File: src/rtl/rv_g_pkg.sv
// Shared types for the rv_g register-file access path.
package rv_g_pkg;
  localparam int unsigned REG_ADDR_W = 6;

  typedef logic [REG_ADDR_W-1:0] rf_addr_t;

  typedef enum logic {
    IDLE,
    HOLD
  } arb_state_e;
endpackage

File: src/rtl/rv_g_regfile_arbiter_rr_pick.sv
// Rotate-priority finder: first set request at or above ptr, wrapping modulo N.
module rr_pick #(
  parameter int unsigned N  = 4,
  parameter int unsigned PW = $clog2(N)
) (
  input  logic [N-1:0]  req_i,
  input  logic [PW-1:0] ptr_i,
  output logic [PW-1:0] idx_o,
  output logic          found_o
);

  int unsigned   pos;
  logic [PW-1:0] pos_w;

  always_comb begin
    idx_o   = '0;
    found_o = 1'b0;
    pos     = 0;
    pos_w   = '0;
    for (int unsigned i = 0; i < N; i++) begin
      pos   = (32'(ptr_i) + i) % N;
      pos_w = PW'(pos);
      if (!found_o && req_i[pos_w]) begin
        found_o = 1'b1;
        idx_o   = pos_w;
      end
    end
  end

endmodule

File: src/rtl/rv_g_regfile_arbiter.sv
// Round-robin arbiter sharing the register-file read/lock port among issue requesters,
// with a bounded wait before a blocked owner is rotated away from.
module rv_g_regfile_arbiter
  import rv_g_pkg::*;
#(
  parameter int unsigned NUM_REQ  = 4,
  parameter int unsigned MAXLEN   = 64,
  parameter int unsigned MAX_WAIT = 8
) (
  input  logic                     clk_i,
  input  logic                     arst_i,
  input  logic [NUM_REQ-1:0]       req_i,
  input  rf_addr_t [NUM_REQ-1:0]   rd_addr_i,
  input  rf_addr_t [NUM_REQ-1:0]   rs1_addr_i,
  input  rf_addr_t [NUM_REQ-1:0]   rs2_addr_i,
  input  rf_addr_t [NUM_REQ-1:0]   rs3_addr_i,
  output logic [NUM_REQ-1:0]       gnt_o,
  output logic [MAXLEN-1:0]        rs1_data_o,
  output logic [MAXLEN-1:0]        rs2_data_o,
  output logic [MAXLEN-1:0]        rs3_data_o,
  output logic                     rf_req_o,
  output rf_addr_t                 rf_rd_addr_o,
  output rf_addr_t                 rf_rs1_addr_o,
  output rf_addr_t                 rf_rs2_addr_o,
  output rf_addr_t                 rf_rs3_addr_o,
  input  logic                     rf_gnt_i,
  input  logic [MAXLEN-1:0]        rf_rs1_data_i,
  input  logic [MAXLEN-1:0]        rf_rs2_data_i,
  input  logic [MAXLEN-1:0]        rf_rs3_data_i,
  output logic                     rotate_o
);

  localparam int unsigned PTR_W  = $clog2(NUM_REQ);
  localparam int unsigned WCNT_W = $clog2(MAX_WAIT);
  localparam logic [PTR_W-1:0]  LAST_IDX   = PTR_W'(NUM_REQ - 1);
  localparam logic [WCNT_W-1:0] WAIT_LIMIT = WCNT_W'(MAX_WAIT - 1);

  arb_state_e        st_q, st_d;
  logic [PTR_W-1:0]  ptr_q, ptr_d;
  logic [PTR_W-1:0]  owner_q, owner_d;
  logic [WCNT_W-1:0] wcnt_q, wcnt_d;
  logic              rotate_q, rotate_d;

  logic [PTR_W-1:0]  pick_idx;
  logic              pick_found;
  logic [PTR_W-1:0]  cand;
  logic              cand_req;
  logic              others_active;

  function automatic logic [PTR_W-1:0] next_idx(input logic [PTR_W-1:0] x);
    return (x == LAST_IDX) ? '0 : x + PTR_W'(1);
  endfunction

  rr_pick #(
    .N (NUM_REQ),
    .PW(PTR_W)
  ) u_pick (
    .req_i  (req_i),
    .ptr_i  (ptr_q),
    .idx_o  (pick_idx),
    .found_o(pick_found)
  );

  always_ff @(posedge clk_i or posedge arst_i) begin
    if (arst_i) begin
      st_q     <= IDLE;
      ptr_q    <= '0;
      owner_q  <= '0;
      wcnt_q   <= '0;
      rotate_q <= 1'b0;
    end else begin
      st_q     <= st_d;
      ptr_q    <= ptr_d;
      owner_q  <= owner_d;
      wcnt_q   <= wcnt_d;
      rotate_q <= rotate_d;
    end
  end

  // Request/grant qualification is gated by reset so nothing is locked while it is held.
  always_comb begin
    cand          = (st_q == HOLD) ? owner_q : pick_idx;
    cand_req      = req_i[cand] & ~arst_i;
    others_active = |(req_i & ~(NUM_REQ'(1) << owner_q));
  end

  always_comb begin
    st_d     = st_q;
    ptr_d    = ptr_q;
    owner_d  = owner_q;
    wcnt_d   = wcnt_q;
    rotate_d = 1'b0;
    unique case (st_q)
      IDLE: begin
        if (pick_found && cand_req) begin
          if (rf_gnt_i) begin
            ptr_d = next_idx(cand);
          end else begin
            st_d    = HOLD;
            owner_d = cand;
            wcnt_d  = WCNT_W'(1);
          end
        end
      end
      HOLD: begin
        if (!req_i[owner_q]) begin
          st_d   = IDLE;
          wcnt_d = '0;
        end else if (rf_gnt_i) begin
          st_d   = IDLE;
          ptr_d  = next_idx(owner_q);
          wcnt_d = '0;
        end else if (wcnt_q == WAIT_LIMIT) begin
          // Owner keeps requesting; moving ptr past it lets others in and revisits it later.
          if (others_active) begin
            st_d     = IDLE;
            ptr_d    = next_idx(owner_q);
            wcnt_d   = '0;
            rotate_d = 1'b1;
          end
        end else begin
          wcnt_d = wcnt_q + WCNT_W'(1);
        end
      end
      default: st_d = IDLE;
    endcase
  end

  always_comb begin
    gnt_o         = '0;
    gnt_o[cand]   = cand_req & rf_gnt_i;
    rf_req_o      = cand_req;
    rf_rd_addr_o  = cand_req ? rd_addr_i[cand]  : '0;
    rf_rs1_addr_o = cand_req ? rs1_addr_i[cand] : '0;
    rf_rs2_addr_o = cand_req ? rs2_addr_i[cand] : '0;
    rf_rs3_addr_o = cand_req ? rs3_addr_i[cand] : '0;
    rs1_data_o    = rf_rs1_data_i;
    rs2_data_o    = rf_rs2_data_i;
    rs3_data_o    = rf_rs3_data_i;
    rotate_o      = rotate_q;
  end

endmodule

File: config.mk
export PLATFORM = sky130hd
export DESIGN_NAME = rv_g_regfile_arbiter
export DESIGN_NICKNAME = d
export VERILOG_FILES = /design/src/rtl/rv_g_pkg.sv /design/src/rtl/rv_g_regfile_arbiter_rr_pick.sv /design/src/rtl/rv_g_regfile_arbiter.sv
export SDC_FILE = /design/constraint.sdc
export NUM_CORES = 1
export LEC_CHECK = 0
export CAP_MARGIN = 40
export CORE_AREA = 2 2 202 204
export CTS_CLUSTER_DIAMETER = 40
export DETAILED_ROUTE_END_ITERATION = 8
export DIE_AREA = 0 0 204 206
export GPL_ROUTABILITY_DRIVEN = 0
export HOLD_SLACK_MARGIN = 0.03
export PLACE_DENSITY = 0.45
export SLEW_MARGIN = 25
export SYNTH_ARGS = -nofsm -noshare
export SYNTH_HDL_FRONTEND = slang
export SYNTH_SLANG_ARGS = --single-unit
File: constraint.sdc
create_clock -name clk_i -period 4.45 [get_ports clk_i]
set_clock_uncertainty 0.15 [all_clocks]
set_input_delay 1.1125 -clock clk_i [delete_from_list [all_inputs] [get_ports clk_i]]
set_output_delay 1.1125 -clock clk_i [all_outputs]
set_load 0.1 [all_outputs]
==> run_results.csv <==
group,metric,value,unit
pwr,irDropWorstVdd,0.312,mV
timing,finalCriticalPeriod,4.36,ns
clock_network,cts_buffers,3,
logic_synthesis,synth_cell_types,44,
layout,synthToLayoutAreaGrowth,45.4,%
logic_synthesis,yosysWarnings,0,
clock_network,cts_max_level,1,
logic_synthesis,synth_top_area_share,46.7,%
setup_path,slowest_delay,0.29,ns
setup_path,crit_required,3.19,ns
global_route,grt_pass1_vias,2719,
global_route,antenna_found_initial,3,
pwr,p_leak,0.00164,uW
logic_synthesis,synth_edf_count,0,
pwr,p_per_area,535,nW/um^2
global_route,track_usage,6.08,%
timing,setup_violations,0,
pwr,finalPower,2440,uW
timing,post-route-period-util,98.0,%
die,chipWidth,204,um
die,fp-row-count,74,
setup_path,start_kind,"input pin",
routing,drt-initial-drc-count,58,
routing,viasPerCell,2.82,
routing,postRouteAntennaNets,0,
die,core,40200,um^2
timing,slew_headroom,68.5,%
die,initial_utilization,7.79,%
logic_synthesis,syn_area_per_cell,8.07,um^2
setup_path,end_kind,"output port",
logic_synthesis,ys_ff_latch,9,
die,dieHeight,206,um
placement,io_buffer_count,132,
clock_network,clock_latency,0.23,ns
timing,finalSetupTns,0,ns
worst_hold_path,worstHoldPathType,"reg2reg",
routing,drt-pass1-iter-count,4,
timing,finalMaxSlewViolations,0,
setup_path,crit_top_cell,"buf_12",
setup_path,path_cells,"dlygate4sd2_1 -> nor2b_1 -> o21a_1 -> nor3_4 -> mux2_4 -> buf_12 -> buf_4 -> mux2i_2 -> o22ai_2 -> buf_12",
layout,drive_gt1_share,35.0,%
clock_network,cts_tree,"done",
routing,drt_wl_total,13300,um
setup_path,worstSetupPathType,"in2out",
timing,worst_pin_slew,0.469,ns
clock_network,path_clk_slew,0.04,ns
clock_network,cts_buffer_depth,2,
logic_synthesis,async_flop_share,100,%
setup_path,reg2reg_depth,7,
setup_path,crit_slowest_cell,"mux2_4",
timing,rsz0062_at_grt,"yes",
global_route,grt_pass1_wl,18400,um
timing,clock.fmax,229,MHz
timing,hold_viol_final,0,
logic_synthesis,synth_ff_type,"dfrtp_1",
logic_synthesis,synth_area_leaders,"buf_4, mux2i_1, dfrtp_1",
logic_synthesis,synth_top_area_cell,"buf_4",
global_route,grt-ovfl-total,0,
die,die_area,42000,um^2
run_status,status,"finished, final reports clean",
worst_hold_path,whs_path_depth,2,
logic_synthesis,synth_area,3130,um^2
logic_synthesis,synth_common_cells,"buf_4, mux2i_1, o22ai_1, inv_1, ha_1",
logic_synthesis,yosysMostFrequentCell,"buf_4",
clock_network,cts_sinks,9,
clock_network,postCtsHoldBufs,0,
routing,vias,2483,
routing,drc,0,
logic_synthesis,ys_seq_area_share,7.19,%
logic_synthesis,syn_inst,388,
clock_network,ctsRootBufferMaster,"clkbuf_16",
global_route,grt_max_degree,29,
logic_synthesis,syn_nets,693,
layout,nNetsFinal,655,
placement,dp_hpwl,11200,um
die,pin_count,517,
run,drv_cap,0,
routing,post_drt_wl_per_cell,15.1,um
setup_path,crit_fanout,5,
setup_path,arrival,3.10,ns
[cell type report]
class / count / area (um^2)
fillers: 4675 / 35600
repair buffers: 166 / 1950
multi-input cells: 159 / 1590
well taps: 532 / 666
flip-flops and latches: 9 / 225
clock buffers: 4 / 78.8
inverters: 11 / 41.3
diodes: 1 / 2.50
[registers in the layout, indices dropped and copies added, names as in the netlist]
name and cells:
wcnt_q 3, owner_q 2, ptr_q 2, rotate_o 1, st_q 1
[critical path, delay by kind of cell]
kind,cells,cell delay (ns)
AO/OA/AOI/OAI,2,0.33
AND/OR/NAND/NOR,2,0.36
buffers and inverters,4,0.75
multiplexers,2,0.53
[routing by layer]
| layer | GRT usage, % | wire (um) | vias up |
|---|---|---|---|
| li1 | - | - | 1065 |
| met1 | 4.65 | 3640 | 1091 |
| met2 | 11.1 | 6650 | 225 |
| met3 | 2.62 | 1750 | 102 |
| met4 | 6.19 | 1270 | 0 |
| met5 | 0 | 0 | - |
[repair_timing]
action                                  in CTS  in global routing
gates cloned                                 2                  0
gates resized for setup                     16                 17
buffers inserted                             5                  0
endpoints found under the setup margin      29                 28
pin swaps                                    6                  6
[cell families (layout without fill, tap and decap cells)]
kind of cell,Yosys count,count (layout),synth area share [%]
muxes,54,54,17.7
other,0,1,0
DFF,9,9,7.19
AOI/OAI and AO/OA,60,60,14.8
and+or+nand+nor,35,35,5.95
buffers and inverters,220,181,50.3
adders and majority gates,10,10,4.00
[power by group]
part           switching, uW  internal [uW]
clock                   34.8            119
sequential              49.4            113
combinational           1190            931
total                   1270           1160
[metrics by stage]
stage	util, %	hold WS (ns)	cells	worst slack (ns)	cell area [um^2]
floorplan	-	0.362	388	-0.243	3300
global placement	10.7	0.401	871	-0.319	4310
detailed placement	10.7	0.400	871	-0.319	4310
CTS	11.2	0.409	881	0.0348	4500
global route	11.3	0.471	882	-0.0180	4550
finish	11.3	0.412	882	0.0869	4550
[final timing paths]
| kind | slack, ns | start | to |
|---|---|---|---|
| hold / removal | 0.41 | wcnt_q[2] | wcnt_q[2] |
| min in group asynchronous | 1.10 | arst_i | ptr_q[0] |
| setup / recovery | 0.09 | req_i[2] | rf_rs1_addr_o[1] |
| hold reg to reg | 0.41 | wcnt_q[2] | wcnt_q[2] |
| max in group asynchronous | 2.80 | arst_i | wcnt_q[1] |
| setup reg to reg | 1.81 | st_q | owner_q[0] |
[cell usage in the layout, fill, tap and decap left out, types with 2 or more instances in the layout]
cell type,count
buf_12,33
a22oi_1,2
o22ai_2,23
clkdlybuf4s50_1,98
or2_2,2
buf_4,28
nand3_1,2
nor2_1,7
mux2i_2,14
a2111o_1,2
or2b_1,2
o21a_1,3
a21oi_1,6
and3_4,4
mux2i_1,37
nand2b_1,5
clkbuf_16,3
ha_1,10
a41oi_1,2
nor2b_1,2
inv_1,11
o21ai_0,6
dfrtp_1,9
nand2_1,4
buf_16,2
nor3_1,2
a311oi_1,2
Power figures use the tool's default switching activity.
